## src/rtl/video_fb_reader.sv

```systemverilog
// Framebuffer scan-out reader: turns the timing generator's sx/sy into bank-addressed
// reads and produces pixel/de/sync aligned 3 cycles later. VIDEO_TEST_PATTERN_EN adds a colour-bar override.
`default_nettype none

module video_fb_reader #(
    parameter int HRes      = 480,
    parameter int VRes      = 272,
    parameter int AddrWidth = 17,
    parameter int DataWidth = 16
) (
    input  logic                 clk,
    input  logic                 rstn,
    input  logic                 hsync,
    input  logic                 vsync,
    input  logic [9:0]           sx,
    input  logic [9:0]           sy,
    input  logic                 swap_req,
`ifdef VIDEO_TEST_PATTERN_EN
    input  logic                 test_en,
`endif
    output logic [AddrWidth:0]   mem_addr,
    output logic                 mem_en,
    input  logic [DataWidth-1:0] mem_rdata,
    output logic [DataWidth-1:0] rgb,
    output logic                 de,
    output logic                 hsync_o,
    output logic                 vsync_o,
    output logic                 disp_bank,
    output logic                 swap_ack
);

    localparam logic [9:0] HResW = 10'(HRes);
    localparam logic [9:0] VResW = 10'(VRes);

    logic                 pix_active;
    logic                 frame_origin;
    logic                 blank_start;
    logic                 rd_active;
    logic                 do_swap;
    logic [AddrWidth-1:0] rd_idx;
    logic [DataWidth-1:0] pix_src;

    logic [AddrWidth-1:0] pix_cnt_q, pix_cnt_d;
    logic                 synced_q, synced_d;
    logic                 disp_bank_q, disp_bank_d;
    logic                 swap_pending_q, swap_pending_d;
    logic                 swap_ack_q;
    logic [AddrWidth:0]   mem_addr_q, mem_addr_d;
    logic                 mem_en_q;
    logic                 act_d2_q;
    logic                 de_q;
    logic [DataWidth-1:0] rgb_q, rgb_d;
    logic                 hs_d1_q, hs_d2_q, hs_d3_q;
    logic                 vs_d1_q, vs_d2_q, vs_d3_q;

    assign pix_active   = (sx < HResW) && (sy < VResW);
    assign frame_origin = (sx == 10'd0) && (sy == 10'd0);
    assign blank_start  = (sx == 10'd0) && (sy == VResW);
    // After a reset the pixel counter no longer matches the raster, so reads wait for the next frame origin.
    assign rd_active    = pix_active && (synced_q || frame_origin);
    assign do_swap      = blank_start && (swap_pending_q || swap_req);

    always_comb begin
        pix_cnt_d = pix_cnt_q;
        rd_idx    = pix_cnt_q;
        if (rd_active) begin
            if (frame_origin) begin
                rd_idx    = '0;
                pix_cnt_d = AddrWidth'(1);
            end else begin
                pix_cnt_d = pix_cnt_q + AddrWidth'(1);
            end
        end
        synced_d       = synced_q || frame_origin;
        mem_addr_d     = {disp_bank_q, rd_idx};
        disp_bank_d    = disp_bank_q ^ do_swap;
        swap_pending_d = do_swap ? 1'b0 : (swap_pending_q || swap_req);
    end

`ifdef VIDEO_TEST_PATTERN_EN
    localparam int BarW = HRes / 8;

    logic [9:0]           sx_d1_q, sx_d2_q;
    logic [9:0]           bar_raw;
    logic [2:0]           bar_sel;
    logic [DataWidth-1:0] bar_rgb;

    always_ff @(posedge clk or negedge rstn) begin
        if (!rstn) begin
            sx_d1_q <= '0;
            sx_d2_q <= '0;
        end else begin
            sx_d1_q <= sx;
            sx_d2_q <= sx_d1_q;
        end
    end

    // Columns past the last full bar fall into bar 7 (black).
    always_comb begin
        bar_raw = sx_d2_q / 10'(BarW);
        bar_sel = (bar_raw > 10'd7) ? 3'd7 : bar_raw[2:0];
        case (bar_sel)
            3'd0:    bar_rgb = DataWidth'(16'hFFFF);
            3'd1:    bar_rgb = DataWidth'(16'hFFE0);
            3'd2:    bar_rgb = DataWidth'(16'h07FF);
            3'd3:    bar_rgb = DataWidth'(16'h07E0);
            3'd4:    bar_rgb = DataWidth'(16'hF81F);
            3'd5:    bar_rgb = DataWidth'(16'hF800);
            3'd6:    bar_rgb = DataWidth'(16'h001F);
            default: bar_rgb = DataWidth'(16'h0000);
        endcase
        pix_src = test_en ? bar_rgb : mem_rdata;
    end
`else
    always_comb begin
        pix_src = mem_rdata;
    end
`endif

    always_comb begin
        rgb_d = act_d2_q ? pix_src : '0;
    end

    always_ff @(posedge clk or negedge rstn) begin
        if (!rstn) begin
            pix_cnt_q      <= '0;
            synced_q       <= 1'b0;
            disp_bank_q    <= 1'b0;
            swap_pending_q <= 1'b0;
            swap_ack_q     <= 1'b0;
            mem_addr_q     <= '0;
            mem_en_q       <= 1'b0;
            act_d2_q       <= 1'b0;
            de_q           <= 1'b0;
            rgb_q          <= '0;
            hs_d1_q        <= 1'b0;
            hs_d2_q        <= 1'b0;
            hs_d3_q        <= 1'b0;
            vs_d1_q        <= 1'b0;
            vs_d2_q        <= 1'b0;
            vs_d3_q        <= 1'b0;
        end else begin
            pix_cnt_q      <= pix_cnt_d;
            synced_q       <= synced_d;
            disp_bank_q    <= disp_bank_d;
            swap_pending_q <= swap_pending_d;
            swap_ack_q     <= do_swap;
            mem_addr_q     <= mem_addr_d;
            mem_en_q       <= rd_active;
            act_d2_q       <= mem_en_q;
            de_q           <= act_d2_q;
            rgb_q          <= rgb_d;
            hs_d1_q        <= hsync;
            hs_d2_q        <= hs_d1_q;
            hs_d3_q        <= hs_d2_q;
            vs_d1_q        <= vsync;
            vs_d2_q        <= vs_d1_q;
            vs_d3_q        <= vs_d2_q;
        end
    end

    assign mem_addr  = mem_addr_q;
    assign mem_en    = mem_en_q;
    assign rgb       = rgb_q;
    assign de        = de_q;
    assign hsync_o   = hs_d3_q;
    assign vsync_o   = vs_d3_q;
    assign disp_bank = disp_bank_q;
    assign swap_ack  = swap_ack_q;

endmodule

`default_nettype wire

```

## config.mk

```make
export PLATFORM = sky130hd
export DESIGN_NAME = video_fb_reader
export DESIGN_NICKNAME = d
export VERILOG_FILES = /design/src/rtl/video_fb_reader.sv
export SDC_FILE = /design/constraint.sdc
export NUM_CORES = 1
export LEC_CHECK = 0
export CAP_MARGIN = 20
export CORE_AREA = 2 2 78 80
export CTS_BUF_LIST = sky130_fd_sc_hd__clkbuf_8
export CTS_CLUSTER_SIZE = 16
export DETAILED_ROUTE_END_ITERATION = 8
export DIE_AREA = 0 0 80 82
export HOLD_SLACK_MARGIN = 0.02
export PLACE_DENSITY = 0.87
export SLEW_MARGIN = 40
export SYNTH_ARGS = -nofsm -noshare
export SYNTH_HDL_FRONTEND = slang
export SYNTH_SLANG_ARGS = --single-unit
```

## constraint.sdc

```tcl
create_clock -name clk -period 2.5 [get_ports clk]
set_input_delay 0.5 -clock clk [delete_from_list [all_inputs] [get_ports clk]]
set_output_delay 0.5 -clock clk [all_outputs]
set_load 0.05 [all_outputs]
```

# --- Word-level counts from Yosys, hierarchy flattened ---
# Cells that the tools add are included.
word_totals:
  regBits: 64
  out_inout_bits: 40
classes:
  add_sub_neg: 1
  order_cmp: 2
  n_eq_ne: 1
  mux: 5
  bitwise_logic: 1
  reduce_logical: 9
ops:
  columns: ["cell", "n"]
  rows:
  - ["$mux W17", 3]
  - ["$logic_not A10 Y1", 2]
  - ["$lt A10 B9 Y1 const B", 2]
  - ["$add A17 B1 Y17 const B", 1]
  - ["$mux W16", 1]
  - ["$eq A10 B9 Y1 const B", 1]
  - ["$logic_and A1 B1 Y1", 5]
  - ["$logic_or A1 B1 Y1", 2]
  - ["$mux W1", 1]
  - ["$xor A1 B1 Y1", 1]

# --- Logic depth before layout (Yosys ltp) ---
depth:
  ltp_word: 5
  mapped_depth: 7
  depth_no_buf: 6

# --- Worst setup path before layout ---
# Ideal clock, no wire load.
synth_timing:
  kind: "input to register"
  startpoint: "in sx[0]"
  endpoint: "reg pix_cnt_q[1]"
  t_arrival_ns: 1.763
  path_slack_ns: 0.616
  cell_stages: 7
  n_path_buf: 2
  cell_sequence: "nor4_1 -> and4_1 -> clkbuf_1 -> and2_0 -> clkbuf_1 -> o21ai_0 -> a22o_1"
synth_between:
  elab_chain_len: 4
  word_cells_on_any_way: 7
  classes_between: "order compare (1); mux (1); reduce/logical (5)"
synth_lines:
  columns: ["element", "line_no", "text"]
  rows:
  - ["from (decl)", "15", "input logic [9:0] sx,"]
  - ["branches (longest 4 deep; another with $lt A10 B9 Y1)", null, null]
  - ["to (signal assigned)", "143", "pix_cnt_q <= pix_cnt_d;"]
  - ["to (decl)", "43", "logic [AddrWidth-1:0] pix_cnt_q, pix_cnt_d;"]
# Several ways; the timed one is not identified.
# A chain may end at the register's enable or synchronous reset.

# --- Final worst setup path ---
layout_timing:
  startpoint: "in sy[5]"
  endpoint: "reg pix_cnt_q[6]"
layout_between:
  elab_chain_len: 4
  word_cells_on_any_way: 7
  classes_between: "order compare (1); mux (1); reduce/logical (5)"
layout_lines:
  columns: ["element", "line_no", "text"]
  rows:
  - ["from (decl)", "16", "input logic [9:0] sy,"]
  - ["branches (longest 4 deep; another with $lt A10 B9 Y1)", null, null]
# Several ways; the timed one is not identified.

==> impl_metrics.ini <==
[detailed_routing]
drtIter0Drc = 122
drtAntennaViolNets = 0
drc = 0
drt_wl_total_um = 5326
vias = 1949
detail_route.first_pass.iterations = 4
via_per_inst = 5.115
wl_per_cell_um = 13.98

[yosys]
synthAdderAreaFrac_pct = 0.5074
synthMuxAreaShare_pct = 0.4059
syn-num-nets = 250
synth_area_leader_cell = dfrtp_1
netlist_area_um2 = 2466
synth_top_area_share_pct = 64.94
ys_ff_latch = 64
synth_warnings = 0
ys_seq_area_share_pct = 64.94
yosys.area_share.xor_xnor_pct = 0.3551
yosys.area_share.simple_pct = 22.22
async_reset_ff_share_pct = 100.0
synth_compound_gate_area_share_pct = 9.741
synth.area.top_cells = dfrtp_1 (65%), and2_1 (8.1%), nand4_1 (2.3%)
syn_avg_cell_area_um2 = 11.86
synthCells = 208
synth.distinct_cells = 40
synth-edff-count = 0
synth_top_family_by_area = simple AND/OR/NAND/NOR gates
ys.flop_type = dfrtp_1

[sta]
max_freq_ghz = 0.4600
finalSetupTns_ps = 0
fin_skew_ps = 5.042
worst_slew_pin_slew_ps = 559.5
final_hold_viol_count = 0
slew_headroom_pct = 62.70
rsz0062_at_grt = no
fin_crit_ps = 2174
finalCritPeriodShare_pct = 86.96
setup_viol_count_final = 0
fin_ws_ps = 326.1
slew_violations = 0

[cells_and_area]
nNetsFinal = 343
area_delta_synth_final_pct = 46.42
final_common_cell = clkdlybuf4s50_1
design_area_um2 = 3611
fillers = 428
drive_gt1_share_pct = 10.46
fin_util_pct = 62.85
n_antenna_cell = 0
final_cell_mix = clkdlybuf4s50_1 (79), dfrtp_1 (64), and2_1 (32)

[placed_design]
dpl_cell_area_um2 = 3401
hpwl_um = 3771
gp_congestion = 0.8263
io_buffers = 80
place_ws_ps = -10.95

[grt]
grt-ovfl-total = 0
grt_pass1_wl_um = 8569
grt_pass1_vias = 1851
antenna_found_initial = 0
grt_max_degree = 65
grtUsageTotal_pct = 17.46

[critical_path]
path_max_fanout = 16
crit_buf_inv = 1
path_delay_family = simple AND/OR/NAND/NOR gates
critPathKind = input port to register
arrival_ps = 2390
start_kind = input port
endpoint_kind = register
rrSetupSlack_ps = 520
required_ps = 2720
cp_cell_sequence = clkdlybuf4s50_1 > nor3_1 > nor3b_1 > nand2_1 > and3_1 > a221o_1
slowest_stage = clkdlybuf4s50_1
slowest_delay_ps = 420

[clock_network]
post-cts-setup-buffers = 0
ctsResizeCount = 0
clock-sinks = 64
cts-htree-levels = 3
holdBufCountCts = 0
clk_latency_ps = 340
cts_buffer_depth = 2
root_buffer = clkbuf_8
clkTransAtPathRegs_ps = 70
cts_buffers = 9
tritoncts = built

[flow_run]
maxCapViolations = 0

[power_and_ir_drop]
swShare_pct = 23.01
p_int_mw = 1.610
clkPwrFrac_pct = 42.9
p_seq_share_pct = 50.4
p_leak_nw = 1.592
power_switching_mw = 0.4813
ir_worst_vdd_mv = 0.2828
p_comb_share_pct = 6.6
powerDensity_nw_per_um2 = 579.3

[hold_path]
hold_class = input port to asynchronous set/reset pin

[die]
die_h_um = 82
coreArea_um2 = 5746
num_rows = 28
die_area_um2 = 6560
die_w_um = 80
pin_count = 81
start_util_pct = 42.92

[status]
status = finished, final reports clean
## kinds of logic (layout without fill, tap and decap cells)
logic type | Yosys count | count (layout)
DFF | 64 | 64
AOI/OAI and AO/OA | 35 | 35
adders and majority gates | 1 | 1
and+or+nand+nor | 94 | 94
muxes | 1 | 1
xor gates and xnor gates | 1 | 1
buffers and inverters | 12 | 110
## routing by layer
metal	track usage [%]	wire length [um]	vias to the layer above
met5	0	0	-
met4	8.644	111	0
met2	28.75	2497	94
met3	4.615	469	10
met1	21.35	2248	923
li1	-	-	922
## cell type report
class	count	area (um^2)	area share (%)
inverter	4	15.01	0.4158
tap	75	93.84	2.599
sequential	64	1602	44.35
multi-input combinational	132	819.5	22.70
clock buffer	10	137.6	3.812
clock inverter	6	68.82	1.906
timing repair buffer	90	874.6	24.22
## cell usage after synthesis (2+ instances only)
master	number
clkbuf_1	8
a22o_1	6
o21ai_0	8
a31oi_1	3
and4_1	2
nand4_1	9
a21oi_1	5
nand2_1	9
nand3_1	6
dfrtp_1	64
and3_1	4
o31ai_1	3
nor3_1	3
and2_1	32
nor2_1	13
nand2b_1	2
nor4_1	3
a21o_1	3
inv_1	4
## through the flow
stage / total power [mW] / hold WS [ps] / cells
6_report: 2.092 / 229.5 / 381
5_1_grt: 2.167 / 293.2 / 381
4_1_cts: 2.111 / 347.1 / 381
3_5_place_dp: 1.214 / 335.8 / 365
3_3_place_gp: 1.211 / 332.9 / 365
2_1_floorplan: 1.108 / 204.4 / 208
## flip-flops by register name, indices dropped and copies added, names as in the netlist
name and count:
mem_addr 18, pix_cnt_q 17, rgb 16, act_d2_q 1
de 1, disp_bank 1, hs_d1_q 1, hs_d2_q 1
hsync_o 1, mem_en 1, swap_ack 1, swap_pending_q 1
synced_q 1, vs_d1_q 1, vs_d2_q 1, vsync_o 1
## worst paths after layout
path                                             end                      from  depth (start not counted)
setup / recovery            pix_cnt_q[6]$_DFFE_PN0P_                     sy[5]                          6
hold / removal                      rgb[6]$_DFF_PN0_                      rstn                          2
setup reg to reg           pix_cnt_q[16]$_DFFE_PN0P_  pix_cnt_q[4]$_DFFE_PN0P_                          5
hold reg to reg                    vsync_o$_DFF_PN0_         vs_d2_q$_DFF_PN0_                          0
max in group asynchronous           rgb[9]$_DFF_PN0_                      rstn                          2
min in group clk                   vsync_o$_DFF_PN0_         vs_d2_q$_DFF_PN0_                          0
## power groups by stage
stage                     logic (mW)  clock network (mW)  registers [mW]
final                          0.139               0.898            1.05
after global placement         0.138                   0            1.07
after CTS                      0.140               0.916            1.05
after detailed placement       0.140                   0            1.07
after floorplan               0.0181                   0            1.09
after global routing           0.152               0.960            1.06
Power figures use the tool's default switching activity.
